$ cat config.mk
export PLATFORM = sky130hd
export DESIGN_NAME = br_resolve
export DESIGN_NICKNAME = d
export VERILOG_FILES = /design/src/rtl/br_resolve.sv
export SDC_FILE = /design/constraint.sdc
export NUM_CORES = 1
export LEC_CHECK = 0
export BUFFER_PORTS_ARGS = -buffer_cell sky130_fd_sc_hd__buf_4
export CORE_ASPECT_RATIO = 0.5
export CORE_MARGIN = 2
export CORE_UTILIZATION = 25
export CTS_CLUSTER_DIAMETER = 100
export DETAILED_ROUTE_END_ITERATION = 12
export GPL_TIMING_DRIVEN = 1
export PLACE_DENSITY = 0.54
export SKIP_LAST_GASP = 1
export SLEW_MARGIN = 20
export SYNTH_ARGS = -nofsm -noshare
export SYNTH_HDL_FRONTEND = slang
export SYNTH_SLANG_ARGS = --single-unit
$ cat constraint.sdc
create_clock -name clk -period 3.1 [get_ports clk]
set_input_delay 0.62 -clock clk [delete_from_list [all_inputs] [get_ports clk]]
set_output_delay 0.62 -clock clk [all_outputs]
set_load 0.02 [all_outputs]
$ cat src/rtl/br_resolve.sv
// Execute-stage branch resolution: computes actual direction/target, raises a held
// redirect on mispredict, and pulses link write-back and predictor update. Optional stats: BR_STAT_EN.
module br_resolve (
    input  logic        clk,
    input  logic        resetn,
    input  logic        in_valid,
    output logic        in_ready,
    input  logic [31:0] in_pc,
    input  logic [3:0]  in_op,
    input  logic [31:0] in_rj,
    input  logic [31:0] in_rd,
    input  logic [31:0] in_offs,
    input  logic        in_pred_taken,
    input  logic [31:0] in_pred_target,
    input  logic        flush,
    output logic        redirect_valid,
    input  logic        redirect_ready,
    output logic [31:0] redirect_pc,
    output logic        link_valid,
    output logic [31:0] link_data,
    output logic        upd_valid,
    output logic [31:0] upd_pc,
    output logic        upd_taken,
    output logic [31:0] upd_target,
    output logic [31:0] stat_branches,
    output logic [31:0] stat_mispred
);

    typedef enum logic {IDLE, HOLD} state_t;

    localparam logic [3:0] OP_JIRL = 4'd1;
    localparam logic [3:0] OP_B    = 4'd2;
    localparam logic [3:0] OP_BL   = 4'd3;
    localparam logic [3:0] OP_BEQ  = 4'd4;
    localparam logic [3:0] OP_BNE  = 4'd5;
    localparam logic [3:0] OP_BLT  = 4'd6;
    localparam logic [3:0] OP_BGE  = 4'd7;
    localparam logic [3:0] OP_BLTU = 4'd8;
    localparam logic [3:0] OP_BGEU = 4'd9;

    function automatic logic resolve_taken(input logic [3:0] op, input logic [31:0] rj,
                                           input logic [31:0] rd);
        logic signed [31:0] rj_s;
        logic signed [31:0] rd_s;
        logic               t;
        rj_s = rj;
        rd_s = rd;
        case (op)
            OP_JIRL, OP_B, OP_BL: t = 1'b1;
            OP_BEQ:  t = (rj == rd);
            OP_BNE:  t = (rj != rd);
            OP_BLT:  t = (rj_s <  rd_s);
            OP_BGE:  t = (rj_s >= rd_s);
            OP_BLTU: t = (rj <  rd);
            OP_BGEU: t = (rj >= rd);
            default: t = 1'b0;
        endcase
        return t;
    endfunction

    state_t state_q, state_d;

    // Stage p0: combinational resolution of the presented branch
    logic        accept_p0, taken_p0, mispred_p0, link_p0;
    logic [31:0] target_p0, seq_pc_p0, next_pc_p0;

    assign in_ready   = (state_q == IDLE) & ~flush;
    assign accept_p0  = in_valid & in_ready;
    assign taken_p0   = resolve_taken(in_op, in_rj, in_rd);
    assign target_p0  = ((in_op == OP_JIRL) ? in_rj : in_pc) + in_offs;
    assign seq_pc_p0  = in_pc + 32'd4;
    assign next_pc_p0 = taken_p0 ? target_p0 : seq_pc_p0;
    assign link_p0    = (in_op == OP_JIRL) | (in_op == OP_BL);
    assign mispred_p0 = (in_pred_taken != taken_p0) |
                        (taken_p0 & (in_pred_target != target_p0));

    always_comb begin
        state_d = state_q;
        case (state_q)
            IDLE:    if (accept_p0 & mispred_p0) state_d = HOLD;
            HOLD:    if (flush | redirect_ready) state_d = IDLE;
            default: state_d = IDLE;
        endcase
    end

    always_ff @(posedge clk or negedge resetn) begin
        if (!resetn) state_q <= IDLE;
        else         state_q <= state_d;
    end

    // Stage p1: registered resolution results
    logic        vld_p1, link_vld_p1, upd_taken_p1;
    logic [31:0] redirect_pc_p1, link_data_p1, upd_pc_p1, upd_target_p1;

    always_ff @(posedge clk or negedge resetn) begin
        if (!resetn) begin
            vld_p1         <= 1'b0;
            link_vld_p1    <= 1'b0;
            upd_taken_p1   <= 1'b0;
            redirect_pc_p1 <= '0;
            link_data_p1   <= '0;
            upd_pc_p1      <= '0;
            upd_target_p1  <= '0;
        end else begin
            vld_p1      <= accept_p0;
            link_vld_p1 <= accept_p0 & link_p0;
            if (accept_p0) begin
                upd_pc_p1     <= in_pc;
                upd_taken_p1  <= taken_p0;
                upd_target_p1 <= target_p0;
                if (mispred_p0) redirect_pc_p1 <= next_pc_p0;
                if (link_p0)    link_data_p1   <= seq_pc_p0;
            end
        end
    end

    assign redirect_valid = (state_q == HOLD);
    assign redirect_pc    = redirect_pc_p1;
    assign link_valid     = link_vld_p1;
    assign link_data      = link_data_p1;
    assign upd_valid      = vld_p1;
    assign upd_pc         = upd_pc_p1;
    assign upd_taken      = upd_taken_p1;
    assign upd_target     = upd_target_p1;

`ifdef BR_STAT_EN
    logic [31:0] br_cnt_p1, mp_cnt_p1;

    always_ff @(posedge clk or negedge resetn) begin
        if (!resetn) begin
            br_cnt_p1 <= '0;
            mp_cnt_p1 <= '0;
        end else if (accept_p0) begin
            br_cnt_p1 <= br_cnt_p1 + 32'd1;
            if (mispred_p0) mp_cnt_p1 <= mp_cnt_p1 + 32'd1;
        end
    end

    assign stat_branches = br_cnt_p1;
    assign stat_mispred  = mp_cnt_p1;
`else
    assign stat_branches = '0;
    assign stat_mispred  = '0;
`endif

endmodule

==> results of run 1 <==
==> worst register-to-register path, cell delays in order (launching register included) <==
cell,delay (ns)
dfrtp_1,0.41
nor2_1,0.18
nand2_2,0.08
inv_1,0.20
buf_4,0.34
o21ai_2,0.12
buf_4,0.22
a32oi_1,0.25
o31ai_4,0.11
==> what timing repair did <==
item,4_1_cts,5_1_grt
pin swaps,24,53
hold buffers,0,0
gates cloned,2,3
buffers inserted,21,22
setup endpoints to repair,58,59
resized for setup,90,96
==> final timing paths <==
path	from	to	slack [ns]	depth (start not counted)
setup / recovery	in_op[3]	redirect_pc[11]	-1.51	23
hold / removal	resetn	link_valid	0.17	1
setup reg to reg	redirect_valid	redirect_pc[1]	1.07	8
hold reg to reg	upd_target[3]	upd_target[3]	0.48	2
max in group asynchronous	resetn	redirect_pc[11]	2.17	2
min in group clk	in_pc[31]	upd_pc[31]	0.45	3
==> flip-flops by register name, summed over array words and instances (netlist names) <==
name,flops
link_valid,1
upd_pc,32
redirect_valid,1
upd_valid,1
upd_taken,1
redirect_pc,32
upd_target,32
link_data,32
==> kinds of logic after synthesis <==
logic type	after synthesis
flip-flops	132
AND/OR/NAND/NOR	475
adder cells (fa/ha/maj)	68
AO/OA/AOI/OAI	300
buffers and inverters	177
XOR/XNOR	80
multiplexers	68
other	1
==> layout make-up <==
cell class	instances	area share, %
multi-input cells	1055	44.1
repair buffers	644	28.7
flip-flops and latches	132	18.7
well taps	577	4.08
clock buffers	19	2.50
clock inverters	13	1.03
inverters	43	0.912
diodes	2	0.0283
==> metrics by stage <==
step,hold slack [ns],setup TNS [ns]
finish,0.170,-55.06
global route,0.217,-61.97
CTS,0.194,-50.02
detailed placement,0.464,-84.63
global placement,0.462,-81.79
floorplan,0.324,-50.17
==> layer usage <==
metal,vias up,wire length [µm],part of all wire [%]
met5,-,0,0
met4,0,1300,2.7
met3,56,1790,3.7
met2,283,23600,49
met1,5721,21100,44
li1,5651,-,-
==> where the power goes <==
part,internal [mW],total (mW),switching [mW]
registers,2.15,2.44,0.293
clock network,1.36,2.15,0.791
logic,2.14,4.65,2.51
total,5.65,9.25,3.59
==> Yosys cell counts, types with 33 or more instances <==
| cell | n |
|---|---|
| nand2_1 | 257 |
| dfrtp_1 | 132 |
| o21ai_0 | 94 |
| buf_4 | 70 |
| ha_1 | 67 |
| a21oi_1 | 56 |
| clkbuf_1 | 54 |
| inv_1 | 43 |
| nor2_1 | 43 |
| xnor2_1 | 36 |
| xor2_1 | 36 |
| mux2_2 | 34 |
| nor2b_1 | 34 |
| mux2i_1 | 33 |
| o21ai_1 | 33 |
==> metrics, run 1 <==
Most used DFF post-synth dfrtp_1; largest family of logic cells by synthesized area simple AND/OR/NAND/NOR gates; clock slew at the register clock pins of the worst setup and hold paths 0.06 ns; nets 2131; failing checks negative setup slack; Filler cells 4221; Pwr Density 522 mW/mm²; post-synthesis adder-cell area fraction 7.94%; maximum VDD drop 0.325 mV; Seq/Total Area, Yosys 30.6%; die area 0.0450 mm²; final setup violation count 55; clk_lat worst skew 0.42 ns; met3 usage 2.52%; Post-route DRC 0; final core utilization 41.8%; count of cell types in the netlist 78; initial antenna violation count 1; Syn Inst Count 1301; Post-DP Area 0.0158 mm²; Setup Skew 0.00496 ns; io pins 367; # rows 53; vias in the first global route 10900; first-pass GRT wire length 67400 µm; grt peak-use layer met2; Multi-input gate area 0.00781 mm²; max_cap viols 0; Critical Path RT 3.40 ns; crit path max fanout 8; most common cell after layout, fill and taps aside buf_4; M2 GR Usage 34.1%; Synth Cell Area 0.0108 mm²; number of synthesized register bits 132; Detailed Place HPWL 39400 µm; Post-Synth XOR/XNOR Area 7.55%; WL final 47900 µm; CP Buf/Inv Count 8; cell breakdown of the critical path buf_6, nor2_4, nand2_4, nor2_4, buf_4, buf_6, mux2_4, ha_4, buf_4, nand4_1, nor2_2, nand2_1, a21oi_1, buf_4, nor4b_1, nor4_1, buf_4, nand4_1, or4_4, nor3_4, buf_12, clkbuf_16, o21ai_1; CP endpoint kind flip-flop; Slew Limit Fails 0; Initial Util 25.5%; layout cell share with drive strength beyond 1 45.2%; post-route insts no fill 2485; Synth top area share 30.6%; synthesized area per cell 8.31 µm²; post-synthesis mux area share 6.74%; GRT met1 Usage 26.6%; Area contributors post-synth dfrtp_1, nand2_1, ha_1; Design Area, Final 0.0177 mm²; Port-buffer cells 302; total power draw 9.25 mW; Top delay family on crit path simple AND/OR/NAND/NOR gates; HP Class input port to async pin; Placed Cells incl. Taps 2409; Critical Path Max Stage Delay 0.57 ns; Initial DRT Pass Iterations 5; Num CTS Buffers 17; vias 11700; relative slew slack 36.9%; WP data arrival 4.91 ns; WL/cell 19.3 µm; Die H 151 µm; share of flip-flops with an asynchronous set or reset 100%; setup ws final -1.51 ns; Yosys warning total 0; post-synthesis simple-gate area fraction 20.6%; clk root buf clkbuf_16; Die Wd 298 µm; area delta synth->final 63.8%; clock sink count 132; Synth Area in Compound Gates 17.9%; type of origin of the critical path input port; worst slew pin tran 0.946 ns; Slowest-stage cell, CP or4_4; clock tree buffer depth 2; Final Cycle Share 149%; endpoints failing hold 0; Via density 4.71; Fmax 217 MHz; GRT Util Overall 20.1%; Core ar. 0.0423 mm²; CP most frequent cell buf_4; leakage power figure 8.43 nW; # H-tree levels 4; RSZ-0062 raised after global routing true; status finished, violations left; crit path time final 4.61 ns; TritonCTS clock tree done; leading area contributor after synthesis dfrtp_1; register area 0.00330 mm²; GRT overflow 0; largest net degree at the start of global routing 95; WS Path Type input port to flip-flop; Final GP Congestion 0.920; ANT nets after route 0; EDFF count, synth 0; pre-CTS setup slack -2.00 ns; most frequent cells in the layout buf_4, nand2_1, dfrtp_1; DRT iter0 DRCs 795
No activity file was read; power rests on OpenSTA's default activity.
==> run 2, diff against run 1 <==
--- a/config.mk
+++ b/config.mk
@@ -5,6 +5,7 @@
 export SDC_FILE = /design/constraint.sdc
 export NUM_CORES = 1
 export LEC_CHECK = 0
+export ABC_AREA = 1
 export BUFFER_PORTS_ARGS = -buffer_cell sky130_fd_sc_hd__buf_4
 export CORE_ASPECT_RATIO = 0.5
 export CORE_MARGIN = 2
@@ -12,7 +13,7 @@
 export CTS_CLUSTER_DIAMETER = 100
 export DETAILED_ROUTE_END_ITERATION = 12
 export GPL_TIMING_DRIVEN = 1
-export PLACE_DENSITY = 0.54
+export PLACE_DENSITY = 0.53
 export SKIP_LAST_GASP = 1
 export SLEW_MARGIN = 20
 export SYNTH_ARGS = -nofsm -noshare
==> metrics, run 2 <==
status finished, violations left; failing checks negative setup slack; Comb pwr share 49.6% (-0.7 points); relative slew slack 53.7% (+17 points); ANT nets after route 0 (unchanged); Die H 152 µm (+0.58%); Filler cells 4417 (+4.6%); most frequent cells in the layout buf_4, nand2_1, inv_1; HP Class input port to async pin; share of flip-flops with an asynchronous set or reset 100% (unchanged); Die Wd 300 µm (+0.59%); Core ar. 0.0434 mm² (+2.5%); Slowest-stage cell, CP ha_1; io pins 367 (unchanged); WP data arrival 3.83 ns (-1.08 ns); GRT met1 Usage 28.4% (+1.8 points); Critical Path RT 3.47 ns (+0.07 ns); Num CTS Buffers 17 (unchanged); Final GP Congestion 0.945 (+2.7%); max_cap viols 0 (unchanged); setup ws final -0.366 ns (+1.14 ns); first-pass GRT wire length 70100 µm (+4.0%); Placed Cells incl. Taps 2827 (+17%); die area 0.0455 mm² (+1.2%); Seq/Total Area, Yosys 30.2% (-0.36 points); Synth top area share 30.2% (-0.36 points); Via density 4.42 (-6.2%); endpoints failing hold 0 (unchanged); final setup violation count 33 (-40%); maximum VDD drop 0.336 mV (+3.2%); crit path time final 3.47 ns (-1.14 ns); Hold Buf Count CTS 0 (unchanged); count leader, synth nand2_1; Clock power frac 22.5% (-0.8 points); Syn Inst Count 1696 (+30%); crit path max fanout 10 (+2); # H-tree levels 4 (unchanged); WS Path Type input port to flip-flop; clock slew at the register clock pins of the worst setup and hold paths 0.06 ns (about the same); final core utilization 43.0% (+1.2 points); WL final 48400 µm (+1.1%); EDFF count, synth 0 (unchanged); clk root buf clkbuf_16; clock tree buffer depth 2 (unchanged); Synth Cell Area 0.0109 mm² (+1.2%); leading area contributor after synthesis dfrtp_1; register area 0.00330 mm² (unchanged); layout cell share with drive strength beyond 1 42.6% (-2.7 points); area delta synth->final 70.7%; CP most frequent cell nand2_1; WL/cell 16.6 µm (-14%); post-route insts no fill 2919 (+17%); DRT iter0 DRCs 879 (+11%); sw frac 40.8% (+2.0 points); GRT overflow 0 (unchanged); top cells by count, synth nand2_1, inv_1, nand3_1, dfrtp_1, nor2_1; vias in the first global route 12000 (+11%); RSZ-0062 raised after global routing true; Post-route DRC 0 (unchanged); type of origin of the critical path input port; number of synthesized register bits 132 (unchanged); # rows 54 (+1.9%); Port-buffer cells 302 (unchanged); nets 2556 (+20%); Fmax 289 MHz (+33%); Area contributors post-synth dfrtp_1, nand2_1, inv_1; Detailed Place HPWL 39400 µm (+0.10%); leakage power figure 10.1 nW (+19%); Yosys warning total 0 (unchanged); Initial DRT Pass Iterations 5 (unchanged); Pwr Density 458 mW/mm² (-12%); vias 12900 (+10%); Initial Util 25.2% (-0.33 points); most common cell after layout, fill and taps aside buf_4; Setup Skew 0.0106 ns (+0.00563 ns); GRT Util Overall 20.0% (-0.021 points); initial antenna violation count 1 (unchanged); Reg power frac 27.9% (+1.5 points); Multi-input gate area 0.00795 mm² (+1.8%); Most used DFF post-synth dfrtp_1; largest net degree at the start of global routing 53 (-44%); count of cell types in the netlist 38 (-51%); NetSw 3.49 mW (-2.8%); internal power 5.06 mW (-10%); Final Cycle Share 112% (-37 points); TritonCTS clock tree done; CP endpoint kind flip-flop; synthesized area per cell 6.45 µm² (-22%); met3 usage 1.16% (-1.4 points); clk_lat worst skew 0.43 ns (about the same); Slew Limit Fails 0 (unchanged); Critical Path Max Stage Delay 0.36 ns (-0.21 ns); M2 GR Usage 33.6% (-0.52 points); worst slew pin tran 0.692 ns (-0.254 ns); grt peak-use layer met2; clock sink count 132 (unchanged)
==> run 2: final cells by class <==
| type | instances | share of cell area (%) |
|---|---|---|
| Inverter | 243 | 4.95 |
| Tap cell | 588 | 3.94 |
| Timing Repair Buffer | 646 | 27.8 |
| Clock buffer | 17 | 2.28 |
| Multi-Input combinational cell | 1278 | 42.6 |
| Antenna cell | 1 | 0.0134 |
| Clock inverter | 14 | 0.697 |
| Sequential cell | 132 | 17.7 |
==> run 2: cell families after synthesis <==
kind of cell / after synthesis / share of synthesized area, %
simple gates: 913 / 34.9
buf+inv: 350 / 14.6
compound gates: 200 / 9.68
flops: 132 / 30.2
fa+ha+maj: 68 / 7.85
xor+xnor: 32 / 2.70
other cells: 1 / 0.0343
==> run 2: metal layers <==
metal | vias to the layer above | share of wire (%)
met5 | - | 0
met4 | 0 | 1.9
met3 | 50 | 3.2
met2 | 239 | 49
met1 | 6130 | 46
li1 | 6488 | -
==> run 2: path summary, 6_finish.rpt <==
path                                  from         endpoint  slack (ns)  cells past startpoint
min                                 resetn   redirect_valid        0.14                      1
max                               in_op[1]  redirect_pc[10]       -0.37                     26
min reg2reg                redirect_pc[12]  redirect_pc[12]        0.47                      2
max reg2reg                 redirect_valid    link_data[29]        1.00                      7
min in group clk            redirect_ready   redirect_valid        0.42                      4
max in group asynchronous           resetn        upd_taken        2.26                      2
==> run 2: power by group through the flow <==
stage               Combinational, mW  Sequential (mW)  Clock [mW]
floorplan                        1.35             2.82           0
global placement                 3.67             2.40           0
detailed placement               3.69             2.39           0
CTS                              3.78             2.37        1.95
global route                     4.56             2.42        2.03
finish                           4.24             2.38        1.93
==> run 2: what timing repair did <==
action	4_1_cts	5_1_grt
pin swaps	18	133
gates cloned	2	5
buffers inserted	16	37
endpoints found under the setup margin	33	36
gates resized for setup	55	347
==> run 2: critical path, delay by kind of cell <==
kind            cells  cell delay [ns]
compound gates      2             0.23
simple gates       19             2.05
buf+inv             4             0.54
fa+ha+maj           1             0.36
==> run 2: stage by stage <==
stage	setup TNS [ns]	setup WS (ns)	total power [mW]	hold WS (ns)	cell area, µm²
global placement	-35.64	-1.02	6.07	0.461	15800
detailed placement	-36.02	-1.03	6.08	0.462	15800
finish	-11.39	-0.366	8.55	0.137	18700
global route	-18.57	-0.582	9.02	0.157	18700
floorplan	-8.98	-0.282	4.16	0.324	11300
CTS	-11.05	-0.357	8.11	0.144	16800
==> run 3, diff against run 2 <==
==> constraint.sdc (replaced) <==
create_clock -name clk -period 3.7 [get_ports clk]
set_input_delay 0.74 -clock clk [delete_from_list [all_inputs] [get_ports clk]]
set_output_delay 0.74 -clock clk [all_outputs]
set_load 0.02 [all_outputs]
==> metrics, run 3 (synthesis results as in run 2) <==
WS Path Type input port to flip-flop; clock sink count 132 (unchanged); area delta synth->final 49.9%; Slowest-stage cell, CP ha_2; RSZ-0062 raised after global routing true; Final GP Congestion 0.945 (about the same); vias in the first global route 11600 (-3.5%); final setup violation count 0 (-100%); final core utilization 37.8% (-5.2 points); nets 2452 (-4.1%); Initial DRT Pass Iterations 5 (unchanged); WP data arrival 3.94 ns (+0.11 ns); most frequent cells in the layout buf_4, nand2_1, inv_1; clk_lat worst skew 0.42 ns (about the same); Slew Limit Fails 0 (unchanged); Fmax 280 MHz; clock tree buffer depth 2 (unchanged); Port-buffer cells 302 (unchanged); initial antenna violation count 1 (unchanged); max_cap viols 0 (unchanged); clock slew at the register clock pins of the worst setup and hold paths 0.06 ns (about the same); crit path time final 3.58 ns; GRT overflow 0 (unchanged); CP Buf/Inv Count 4 (unchanged); # rows 54 (unchanged); # H-tree levels 4 (unchanged); Die Wd 300 µm (unchanged); Critical Path Max Stage Delay 0.39 ns (+0.03 ns); Hold Buf Count CTS 0 (unchanged); WL/cell 16.5 µm (-0.69%); endpoints failing hold 0 (unchanged); Final Cycle Share 96.7%; maximum VDD drop 0.266 mV (-21%); layout cell share with drive strength beyond 1 31.1% (-12 points); die area 0.0455 mm² (unchanged); WL final 46400 µm (-4.2%); status completed; worst slew pin tran 0.675 ns (-0.0170 ns); crit path max fanout 8 (-2); vias 12300 (-4.4%); Worst Hold Margin 0.337 ns (+0.200 ns); CP most frequent cell nand2_1; largest net degree at the start of global routing 69 (+30%); Die H 152 µm (unchanged); Critical Path RT 4.07 ns (+0.60 ns); Via density 4.38 (-0.97%); Initial Util 25.2% (unchanged); leakage power figure 9.25 nW (-8.0%); ANT nets after route 0 (unchanged); clk root buf clkbuf_16; type of origin of the critical path input port; TritonCTS clock tree done; io pins 367 (unchanged); Setup Skew 0.00703 ns (-0.00356 ns); first-pass GRT wire length 69100 µm (-1.4%); Top delay family on crit path simple AND/OR/NAND/NOR gates; Pwr Density 417 mW/mm² (-8.9%); Post-route DRC 0 (unchanged); CP endpoint kind flip-flop; GRT Util Overall 19.8% (-0.24 points); most common cell after layout, fill and taps aside buf_4; HP Class input port to async pin; Detailed Place HPWL 38900 µm (-1.3%); relative slew slack 55.0% (+1.3 points); DRT iter0 DRCs 773 (-12%); Reg2Reg Setup Slack 1.66 ns (+0.66 ns); Core ar. 0.0434 mm² (unchanged); Num CTS Buffers 17 (unchanged)
[run 3: cell types whose count changed in the layout (fill, tap and decap cells not counted), moves of 20 or more]
cell     delta
ha_1       +21
nand3_2    -21
ha_4       -23
nand2_4    -28
nor2_4     -24
a21oi_1    +30
nand2_1    +63
buf_4      -84
nand3_1    +28
a21oi_4    -20
nand2_2    -33
nor2_1     +37
[run 3: area by class of cell]
class | count | area, µm²
sequential | 132 | 3300
fill | 4671 | 27000
clock buffer | 18 | 439
antenna | 2 | 5.00
timing repair buffer | 542 | 4230
inverter | 243 | 915
tap | 588 | 736
clock inverter | 14 | 141
multi-input combinational | 1278 | 6620
[run 3: worst reg2reg max path, stage by stage, from the launching register on]
cell	delay (ns)
dfrtp_1	0.40
nor2_1	0.18
nand2_2	0.27
nor3_2	0.20
buf_4	0.28
inv_1	0.08
buf_4	0.29
nand2_1	0.12
o21ai_0	0.09
[run 3: per-layer routing]
metal	vias up	global-route usage [%]	routed length, µm
met2	251	32.9	22000
met4	0	3.90	665
met1	5775	28.3	22300
li1	6277	-	-
met5	-	0	0
met3	32	1.46	1390
[run 3: what timing repair did]
action	4_1_cts	5_1_grt
pin swaps	1	21
endpoints found under the setup margin	33	33
resized for setup	14	101
gates cloned	1	3
buffers inserted	0	11
[run 3: power by group]
group / internal (mW) / leakage [nW] / switching, mW / total, mW
clock: 0.964 / 0.285 / 0.732 / 1.70
combinational: 1.32 / 7.34 / 1.83 / 3.15
sequential: 1.77 / 1.63 / 0.227 / 1.99
total: 4.06 / 9.25 / 2.79 / 6.84
[run 3: per-stage QoR]
| stage | total power [mW] | instance area, µm² | setup WS, ns | instances | TNS (ns) |
|---|---|---|---|---|---|
| 2_1_floorplan | 3.48 | 11200 | 0.00295 | 1759 | 0 |
| 3_3_place_gp | 5.01 | 15300 | -0.768 | 2768 | -24.83 |
| 3_5_place_dp | 5.02 | 15300 | -0.830 | 2768 | -26.66 |
| 4_1_cts | 6.72 | 15900 | 0.0196 | 2801 | 0 |
| 5_1_grt | 7.20 | 16400 | -0.105 | 2816 | -2.80 |
| 6_report | 6.84 | 16400 | 0.124 | 2817 | 0 |
[run 3: path summary, 6_finish.rpt]
check,start,endpoint,cells past startpoint
min reg2reg,redirect_pc[20],redirect_pc[20],2
max in group asynchronous,resetn,upd_target[20],2
min in group clk,redirect_pc[20],redirect_pc[20],2
max reg2reg,redirect_valid,link_data[22],8
max,in_op[3],redirect_pc[6],27
min,resetn,redirect_pc[28],1
